**config.mk**
```make
export PLATFORM = sky130hd
export DESIGN_NAME = pipeline_control_flat
export DESIGN_NICKNAME = d
export VERILOG_FILES = /design/src/rtl/pipeline_control_pkg.sv /design/src/rtl/pipeline_control_if.sv /design/src/rtl/pipeline_control_sat_counter.sv /design/src/rtl/pipeline_control.sv /design/src/flat_wrapper.sv
export SDC_FILE = /design/constraint.sdc
export NUM_CORES = 1
export LEC_CHECK = 0
export ABC_AREA = 1
export ABC_CLOCK_PERIOD_IN_PS = 1900
export CORE_ASPECT_RATIO = 2
export CORE_MARGIN = 2
export CORE_UTILIZATION = 54
export DETAILED_ROUTE_END_ITERATION = 6
export PLACE_DENSITY_LB_ADDON = 0.12
export SETUP_SLACK_MARGIN = 0.5
export SYNTH_ARGS = -nofsm -noshare
export SYNTH_HDL_FRONTEND = slang
export SYNTH_SLANG_ARGS = --single-unit
```
**constraint.sdc**
```tcl
create_clock -name clk -period 1.9 [get_ports clk]
set_input_delay 0.38 -clock clk [delete_from_list [all_inputs] [get_ports clk]]
set_output_delay 0.38 -clock clk [all_outputs]
set_load 0.02 [all_outputs]
```
**src/rtl/pipeline_control_pkg.sv**
```systemverilog
// Shared types for the pipeline stall/flush sequencer: FSM states and the
// per-latch enable/flush control pair.
package pipeline_control_pkg;

  typedef enum logic [1:0] {
    PC_RUN,
    PC_DWAIT,
    PC_DRAIN,
    PC_HALTED
  } pctl_state_t;

  typedef struct packed {
    logic en;
    logic flush;
  } pipe_ctl_t;

  localparam pipe_ctl_t CTL_HOLD  = '{en: 1'b0, flush: 1'b0};
  localparam pipe_ctl_t CTL_ADV   = '{en: 1'b1, flush: 1'b0};
  localparam pipe_ctl_t CTL_FLUSH = '{en: 1'b0, flush: 1'b1};

  // A flush always wins over an enable on the same latch.
  function automatic logic ctl_en(input pipe_ctl_t c);
    return c.en & ~c.flush;
  endfunction

endpackage

```
**src/rtl/pipeline_control_if.sv**
```systemverilog
// Handshake bundle between the pipeline sequencer and its environment:
// hazard/memory status in, latch strobes, halt and perf counters out.
interface pipeline_control_if #(parameter int CNT_W = 32);

  logic             ihit;
  logic             dhit;
  logic             mem_ren;
  logic             mem_wen;
  logic             hz_stall;
  logic             br_taken;
  logic             mem_halt;

  logic             pc_en;
  logic             fd_en;
  logic             fd_flush;
  logic             dx_en;
  logic             dx_flush;
  logic             xm_en;
  logic             xm_flush;
  logic             mw_en;
  logic             mw_flush;
  logic             halt;
  logic [CNT_W-1:0] stall_cnt;
  logic [CNT_W-1:0] flush_cnt;

  modport pc (
    input  ihit, dhit, mem_ren, mem_wen, hz_stall, br_taken, mem_halt,
    output pc_en, fd_en, fd_flush, dx_en, dx_flush, xm_en, xm_flush,
           mw_en, mw_flush, halt, stall_cnt, flush_cnt
  );

  modport tb (
    output ihit, dhit, mem_ren, mem_wen, hz_stall, br_taken, mem_halt,
    input  pc_en, fd_en, fd_flush, dx_en, dx_flush, xm_en, xm_flush,
           mw_en, mw_flush, halt, stall_cnt, flush_cnt
  );

endinterface

```
**src/rtl/pipeline_control_sat_counter.sv**
```systemverilog
// Saturating up-counter with synchronous clear; sticks at all-ones
// instead of wrapping.
module pipeline_control_sat_counter #(
  parameter int W = 32
) (
  input  logic         clk,
  input  logic         clr,
  input  logic         inc,
  output logic [W-1:0] count
);

  localparam logic [W-1:0] MAX = {W{1'b1}};
  localparam logic [W-1:0] ONE = {{(W-1){1'b0}}, 1'b1};

  always_ff @(posedge clk) begin
    if (clr) begin
      count <= '0;
    end else if (inc && (count != MAX)) begin
      count <= count + ONE;
    end
  end

endmodule

```
**src/rtl/pipeline_control.sv**
```systemverilog
// Central stall/flush sequencer for the 5-stage pipeline: arbitrates memory
// waits, halt drain, redirects, hazard bubbles and fetch misses into strobes.
module pipeline_control
  import pipeline_control_pkg::*;
#(
  parameter int CNT_W = 32
) (
  input  logic          clk,
  input  logic          rst,
  pipeline_control_if.pc bus
);

  pctl_state_t state;
  pctl_state_t next_state;
  pipe_ctl_t   fd_ctl;
  pipe_ctl_t   dx_ctl;
  pipe_ctl_t   xm_ctl;
  pipe_ctl_t   mw_ctl;
  logic        pc_load;
  logic        br_accept;
  logic        dreq;
  logic        freeze;
  logic        halt_q;
  logic        stall_inc;
  logic        flush_inc;

  assign dreq = bus.mem_ren | bus.mem_wen;

  // In DWAIT the access is already outstanding, so only dhit matters.
  assign freeze = (state == PC_RUN) ? (dreq & ~bus.dhit) : ~bus.dhit;

  always_comb begin
    pc_load    = 1'b0;
    br_accept  = 1'b0;
    fd_ctl     = CTL_HOLD;
    dx_ctl     = CTL_HOLD;
    xm_ctl     = CTL_HOLD;
    mw_ctl     = CTL_HOLD;
    next_state = state;
    if (rst) begin
      fd_ctl     = CTL_FLUSH;
      dx_ctl     = CTL_FLUSH;
      xm_ctl     = CTL_FLUSH;
      mw_ctl     = CTL_FLUSH;
      next_state = PC_RUN;
    end else begin
      case (state)
        PC_RUN, PC_DWAIT: begin
          if (freeze) begin
            next_state = PC_DWAIT;
          end else if (bus.mem_halt) begin
            fd_ctl     = CTL_FLUSH;
            dx_ctl     = CTL_FLUSH;
            xm_ctl     = CTL_ADV;
            mw_ctl     = CTL_ADV;
            next_state = PC_DRAIN;
          end else if (bus.br_taken) begin
            // Redirect discards wrong-path work regardless of hazard or fetch state.
            pc_load    = 1'b1;
            br_accept  = 1'b1;
            fd_ctl     = CTL_FLUSH;
            dx_ctl     = CTL_FLUSH;
            xm_ctl     = CTL_ADV;
            mw_ctl     = CTL_ADV;
            next_state = PC_RUN;
          end else if (bus.hz_stall) begin
            dx_ctl     = CTL_FLUSH;
            xm_ctl     = CTL_ADV;
            mw_ctl     = CTL_ADV;
            next_state = PC_RUN;
          end else if (!bus.ihit) begin
            fd_ctl     = CTL_FLUSH;
            dx_ctl     = CTL_ADV;
            xm_ctl     = CTL_ADV;
            mw_ctl     = CTL_ADV;
            next_state = PC_RUN;
          end else begin
            pc_load    = 1'b1;
            fd_ctl     = CTL_ADV;
            dx_ctl     = CTL_ADV;
            xm_ctl     = CTL_ADV;
            mw_ctl     = CTL_ADV;
            next_state = PC_RUN;
          end
        end
        PC_DRAIN: begin
          mw_ctl     = CTL_ADV;
          next_state = PC_HALTED;
        end
        default: begin
          next_state = PC_HALTED;
        end
      endcase
    end
  end

  always_ff @(posedge clk) begin
    if (rst) begin
      state  <= PC_RUN;
      halt_q <= 1'b0;
    end else begin
      state <= next_state;
      if (state == PC_DRAIN) begin
        halt_q <= 1'b1;
      end
    end
  end

  assign stall_inc = ~rst & ((state == PC_RUN) | (state == PC_DWAIT)) & ~pc_load;
  assign flush_inc = ~rst & br_accept;

  pipeline_control_sat_counter #(.W(CNT_W)) u_stall_cnt (
    .clk   (clk),
    .clr   (rst),
    .inc   (stall_inc),
    .count (bus.stall_cnt)
  );

  pipeline_control_sat_counter #(.W(CNT_W)) u_flush_cnt (
    .clk   (clk),
    .clr   (rst),
    .inc   (flush_inc),
    .count (bus.flush_cnt)
  );

  assign bus.pc_en    = pc_load;
  assign bus.fd_en    = ctl_en(fd_ctl);
  assign bus.fd_flush = fd_ctl.flush;
  assign bus.dx_en    = ctl_en(dx_ctl);
  assign bus.dx_flush = dx_ctl.flush;
  assign bus.xm_en    = ctl_en(xm_ctl);
  assign bus.xm_flush = xm_ctl.flush;
  assign bus.mw_en    = ctl_en(mw_ctl);
  assign bus.mw_flush = mw_ctl.flush;
  assign bus.halt     = halt_q;

endmodule

```
**src/flat_wrapper.sv**
```systemverilog
// flat-port wrapper written by rule: the top's interface ports become plain ports
module pipeline_control_flat import pipeline_control_pkg::*;
#(
  parameter int CNT_W = 32
)
  (clk, rst, bus_ihit, bus_dhit, bus_mem_ren, bus_mem_wen, bus_hz_stall, bus_br_taken, bus_mem_halt, bus_pc_en, bus_fd_en, bus_fd_flush, bus_dx_en, bus_dx_flush, bus_xm_en, bus_xm_flush, bus_mw_en, bus_mw_flush, bus_halt, bus_stall_cnt, bus_flush_cnt);
  pipeline_control_if #(.CNT_W(CNT_W)) bus_i ();
  input  logic clk;
  input  logic rst;
  input wire logic [$bits(bus_i.ihit)-1:0] bus_ihit;
  input wire logic [$bits(bus_i.dhit)-1:0] bus_dhit;
  input wire logic [$bits(bus_i.mem_ren)-1:0] bus_mem_ren;
  input wire logic [$bits(bus_i.mem_wen)-1:0] bus_mem_wen;
  input wire logic [$bits(bus_i.hz_stall)-1:0] bus_hz_stall;
  input wire logic [$bits(bus_i.br_taken)-1:0] bus_br_taken;
  input wire logic [$bits(bus_i.mem_halt)-1:0] bus_mem_halt;
  output wire logic [$bits(bus_i.pc_en)-1:0] bus_pc_en;
  output wire logic [$bits(bus_i.fd_en)-1:0] bus_fd_en;
  output wire logic [$bits(bus_i.fd_flush)-1:0] bus_fd_flush;
  output wire logic [$bits(bus_i.dx_en)-1:0] bus_dx_en;
  output wire logic [$bits(bus_i.dx_flush)-1:0] bus_dx_flush;
  output wire logic [$bits(bus_i.xm_en)-1:0] bus_xm_en;
  output wire logic [$bits(bus_i.xm_flush)-1:0] bus_xm_flush;
  output wire logic [$bits(bus_i.mw_en)-1:0] bus_mw_en;
  output wire logic [$bits(bus_i.mw_flush)-1:0] bus_mw_flush;
  output wire logic [$bits(bus_i.halt)-1:0] bus_halt;
  output wire logic [$bits(bus_i.stall_cnt)-1:0] bus_stall_cnt;
  output wire logic [$bits(bus_i.flush_cnt)-1:0] bus_flush_cnt;
  assign bus_i.ihit = bus_ihit;
  assign bus_i.dhit = bus_dhit;
  assign bus_i.mem_ren = bus_mem_ren;
  assign bus_i.mem_wen = bus_mem_wen;
  assign bus_i.hz_stall = bus_hz_stall;
  assign bus_i.br_taken = bus_br_taken;
  assign bus_i.mem_halt = bus_mem_halt;
  assign bus_pc_en = bus_i.pc_en;
  assign bus_fd_en = bus_i.fd_en;
  assign bus_fd_flush = bus_i.fd_flush;
  assign bus_dx_en = bus_i.dx_en;
  assign bus_dx_flush = bus_i.dx_flush;
  assign bus_xm_en = bus_i.xm_en;
  assign bus_xm_flush = bus_i.xm_flush;
  assign bus_mw_en = bus_i.mw_en;
  assign bus_mw_flush = bus_i.mw_flush;
  assign bus_halt = bus_i.halt;
  assign bus_stall_cnt = bus_i.stall_cnt;
  assign bus_flush_cnt = bus_i.flush_cnt;
  pipeline_control #(.CNT_W(CNT_W)) u_core (.clk(clk), .rst(rst), .bus(bus_i));
endmodule
```
==> results of run 1 <==
routing by layer:
layer	overflow	global-route usage, %
met1	0	61.2
met4	25	77.7
met2	40	95.2
met3	2	35.2
met5	0	4.44
cell usage after synthesis (all sizes together):
master  instances
a21boi          1
nand4           8
xnor2          10
or2             1
xor2           19
nand3          49
a31oi           1
nor2          142
ha              2
dfxtp          67
inv            61
clkbuf          6
buf            15
nand2         310
a21oi          56
nor4            1
nor3            1
o21ai          10
what timing repair did:
action | 4_1_cts
endpoints found under the setup margin | 138
gates resized for setup | 348
endpoints found under the hold margin | 0
pin swaps | 38
hold buffers | 0
gates cloned | 6
setup buffers | 37
stage by stage:
step | instances | cell area [sq um] | utilization, %
after floorplan | 760 | 4940 | -
after global placement | 959 | 6050 | 73.0
after detailed placement | 959 | 6050 | 73.0
after CTS | 1017 | 7150 | 86.2
logic make-up after synthesis:
kind of cell             count (synthesis)
AND/OR/NAND/NOR                        512
buffers and inverters                   82
XOR/XNOR                                29
adder cells (fa/ha/maj)                  2
flip-flops                              67
AO/OA/AOI/OAI                           68
==> flow_summary.json, run 1 <==
{
  "worst-ep-kind": "top-level output",
  "fp.dieW_um": 69.5,
  "synth_top_area_share_pct": 29.0,
  "synth_xor_area_share_pct": 5.49,
  "globalplace.congestion": 0.993,
  "grt_use_total_pct": 66.4,
  "synth_compound_area_share_pct": 8.98,
  "grt-worst-endpoint": "bus_dx_en",
  "synth_top_area_cell": "dfxtp_1",
  "port_buffers": 82,
  "place_hpwl_mm": 11.5,
  "die_y_um": 135,
  "dp_slack_ns": -0.577,
  "cts_sinks": 67,
  "yosys.area_share.simple_pct": 47.6,
  "ys_ff_latch": 67,
  "cts-root-buf": "clkbuf_16",
  "status": "stopped before the end",
  "synth_top_family_by_area": "simple AND/OR/NAND/NOR gates",
  "synth_fp_nets": 771,
  "synthMuxAreaShare_pct": 0,
  "yosysSeqAreaShare_pct": 29.0,
  "htree_num_levels": 3,
  "rows": 47,
  "netlist_top_cells_area": "dfxtp_1, nand2_1, nor2_1, nand3_1, inv_1",
  "initial_utilization_pct": 55.8,
  "synth-adder-area-share_pct": 0.541,
  "stop_stage": "global routing",
  "error": "[ERROR GRT-0232] Routing congestion too high. Check the congestion heatmap in the GUI.",
  "syn_area_sq_mm": 0.00463,
  "grt_max_degree": 60,
  "grt_overflow": 67,
  "clockBufferDepth": 2,
  "io_pins": 83,
  "yosys_warnings": 0,
  "cts_buffers": 9,
  "synth_cell_types": 31,
  "syn_inst": 760,
  "synth.avg_cell_area_sq_um": 6.09
}
==> run 2, diff against run 1 <==
--- a/config.mk
+++ b/config.mk
@@ -7,12 +7,10 @@
 export LEC_CHECK = 0
 export ABC_AREA = 1
 export ABC_CLOCK_PERIOD_IN_PS = 1900
-export CORE_ASPECT_RATIO = 2
 export CORE_MARGIN = 2
-export CORE_UTILIZATION = 54
+export CORE_UTILIZATION = 40
 export DETAILED_ROUTE_END_ITERATION = 6
-export PLACE_DENSITY_LB_ADDON = 0.12
-export SETUP_SLACK_MARGIN = 0.5
+export PLACE_DENSITY_LB_ADDON = 0.15
 export SYNTH_ARGS = -nofsm -noshare
 export SYNTH_HDL_FRONTEND = slang
 export SYNTH_SLANG_ARGS = --single-unit
==> flow_summary.json, run 2 <==
{
  "slowest_delay_ns": 0.66,
  "grt_max_degree": 43,
  "yosysSeqAreaShare_pct": 29.0,
  "tns_ns": 0,
  "hold_violations": 0,
  "crit_fanout": 7,
  "worst_slew_pin_slew_ns": 0.534,
  "fin_skew_ns": 0.00726,
  "dp_slack_ns": -0.627,
  "wire_per_inst_um": 14.1,
  "htree_num_levels": 3,
  "ant_nets": 0,
  "fillers": 1164,
  "start_kind": "flop",
  "synth-edff-count": 0,
  "place_hpwl_mm": 10.8,
  "fp.dieW_um": 112,
  "cts_buffers": 9,
  "crit_buf_inv": 1,
  "final_max_slew_viol_count": 0,
  "p_leak_nw": 2.46,
  "slowest_stage": "clkdlybuf4s50_1",
  "worstReg2RegStart": "u_core.u_flush_cnt.count[0]",
  "routed_wl_mm": 14.7,
  "fmax_ghz": 0.538,
  "coreArea_sq_mm": 0.0114,
  "irDropWorstVdd_v": 0.000280,
  "path_delay_family": "buffers and inverters",
  "hold_depth": 2,
  "synth_top_area_share_pct": 29.0,
  "grt_pass1_vias": 4950,
  "criticalPathCategory": "reg -> out",
  "tritoncts": "yes",
  "port_buffers": 82,
  "max_slew_margin_pct": 64.4,
  "drc": 0,
  "async_flop_share_pct": 0,
  "via_per_inst": 4.98,
  "grt_pass1_wl_mm": 23.4,
  "synthFlopType": "dfxtp_1",
  "cp_data_arrival_time_ns": 1.48,
  "crit_required_ns": 1.52,
  "die_y_um": 112,
  "whs_ns": 0.469,
  "final_nets": 909,
  "netlist_top_cells_count": "nand2_1, nor2_1, dfxtp_1",
  "drt_pass1_iterations": 4,
  "period_share_pct": 97.8,
  "insertion_delay_ns": 0.34,
  "n_antenna_cell": 0,
  "top_regs": "u_core.u_flush_cnt.count x32, u_core.u_stall_cnt.count x32, u_core.state x2",
  "r2r_cells": 10,
  "setup_ws_ns": 0.0420,
  "dp.cells": 1024,
  "synth_cell_types": 31,
  "yosysMostFrequentCell": "nand2_1",
  "report.final.setup_viol": 0,
  "layout.cells.non_filler": 1046,
  "r2r_end": "u_core.u_flush_cnt.count[13]",
  "fin_crit_ns": 1.86,
  "layout_commonest_cell": "nand2_1",
  "syn_area_sq_mm": 0.00463,
  "synth_top_area_cell": "dfxtp_1",
  "clk_pin_slew_ns": 0.06,
  "yosys_warnings": 0,
  "grt_use_total_pct": 23.2,
  "status": "complete, no violations",
  "areaGrowthSynthToFinish_pct": 36.7,
  "grt_overflow": 0,
  "reg2reg_slack_ns": 0.15,
  "antenna_found_initial": 0,
  "synth.avg_cell_area_sq_um": 6.09,
  "p_per_area_mw_per_mm2": 544,
  "dr.first_iter.drc_count": 364,
  "cts-root-buf": "clkbuf_16",
  "path_cells": "clkdlybuf4s50_1",
  "rsz0062_at_grt": "true",
  "maxCapViolations": 0,
  "ctsHoldBuffers": 0,
  "netlist_top_cells_area": "dfxtp_1, nand2_1, nor2_1, nand3_1, inv_1",
  "vias": 5206,
  "layout_common_cells": "nand2_1, nor2_1, clkdlybuf4s50_1, dfxtp_1, buf_4",
  "drive_above_1_share_pct": 17.3,
  "end_kind": "primary output",
  "globalplace.congestion": 0.916,
  "initial_utilization_pct": 40.7,
  "ys_ff_latch": 67,
  "rows": 39,
  "synth_fp_nets": 771,
  "hold_start": "u_core.bus.halt",
  "dieArea_sq_mm": 0.0124,
  "whs_endpoint": "u_core.bus.halt",
  "syn_inst": 760,
  "worstHoldPathType": "reg -> reg",
  "clockBufferDepth": 2,
  "io_pins": 83,
  "cts_sinks": 67
}
==> run 2: cell counts after synthesis <==
No cell type changed its count.
==> run 2: timing repair <==
| action | CTS | global route |
|---|---|---|
| setup buffers | 0 | 4 |
| setup endpoints to repair | 7 | 56 |
| gates cloned | 0 | 2 |
| pin swaps | 1 | 9 |
| gates resized for setup | 39 | 15 |
==> run 2: final cells by class <==
class                   instances  area [sq um]  share of cell area [%]
flip-flops and latches         67          1340                    21.2
clock inverters                 7          68.8                    1.09
well taps                     143           179                    2.83
repair buffers                146          1310                    20.7
clock buffers                   9           225                    3.56
inverters                      61           231                    3.66
multi-input cells             613          2970                    46.9
==> run 2: worst max-delay path by stage <==
stage | end | from | cells after the start
after floorplan | bus_fd_en | bus_mem_wen | 5
after global placement | bus_fd_en | bus_mem_halt | 7
after detailed placement | bus_fd_en | bus_mem_halt | 7
after CTS | bus_fd_en | bus_mem_halt | 7
after global routing | bus_fd_en | u_core.state[1] | 6
final | bus_stall_cnt[2] | u_core.u_stall_cnt.count[2] | 1
==> run 2: cells by family after synthesis <==
group	Yosys count	share of synthesized area, %
simple gates	512	47.6
fa+ha+maj	2	0.541
xor+xnor	29	5.49
compound gates	68	8.98
buf+inv	82	8.46
flops	67	29.0
==> run 2: power breakdown <==
part | total, mW | internal [mW] | switching (mW)
Combinational | 0.326 | 0.127 | 0.199
Sequential | 1.42 | 1.42 | 0.00828
Clock | 1.69 | 1.01 | 0.678
==> run 2: stage by stage <==
step                total power, mW  utilization [%]  instance area [sq um]
floorplan                      1.63                -                   4630
global placement               1.75             52.2                   5940
detailed placement             1.75             52.2                   5940
CTS                            3.43             54.7                   6220
global route                   3.55             55.7                   6330
finish                         3.44             55.7                   6330
==> run 2: layer usage <==
layer	vias up	global-route usage, %	wire length, um
met4	0	12.2	566
met1	2402	26.5	6170
met5	-	0	0
met2	122	42.0	7500
met3	34	3.21	503
li1	2648	-	-
No activity file was read; power rests on OpenSTA's default activity.
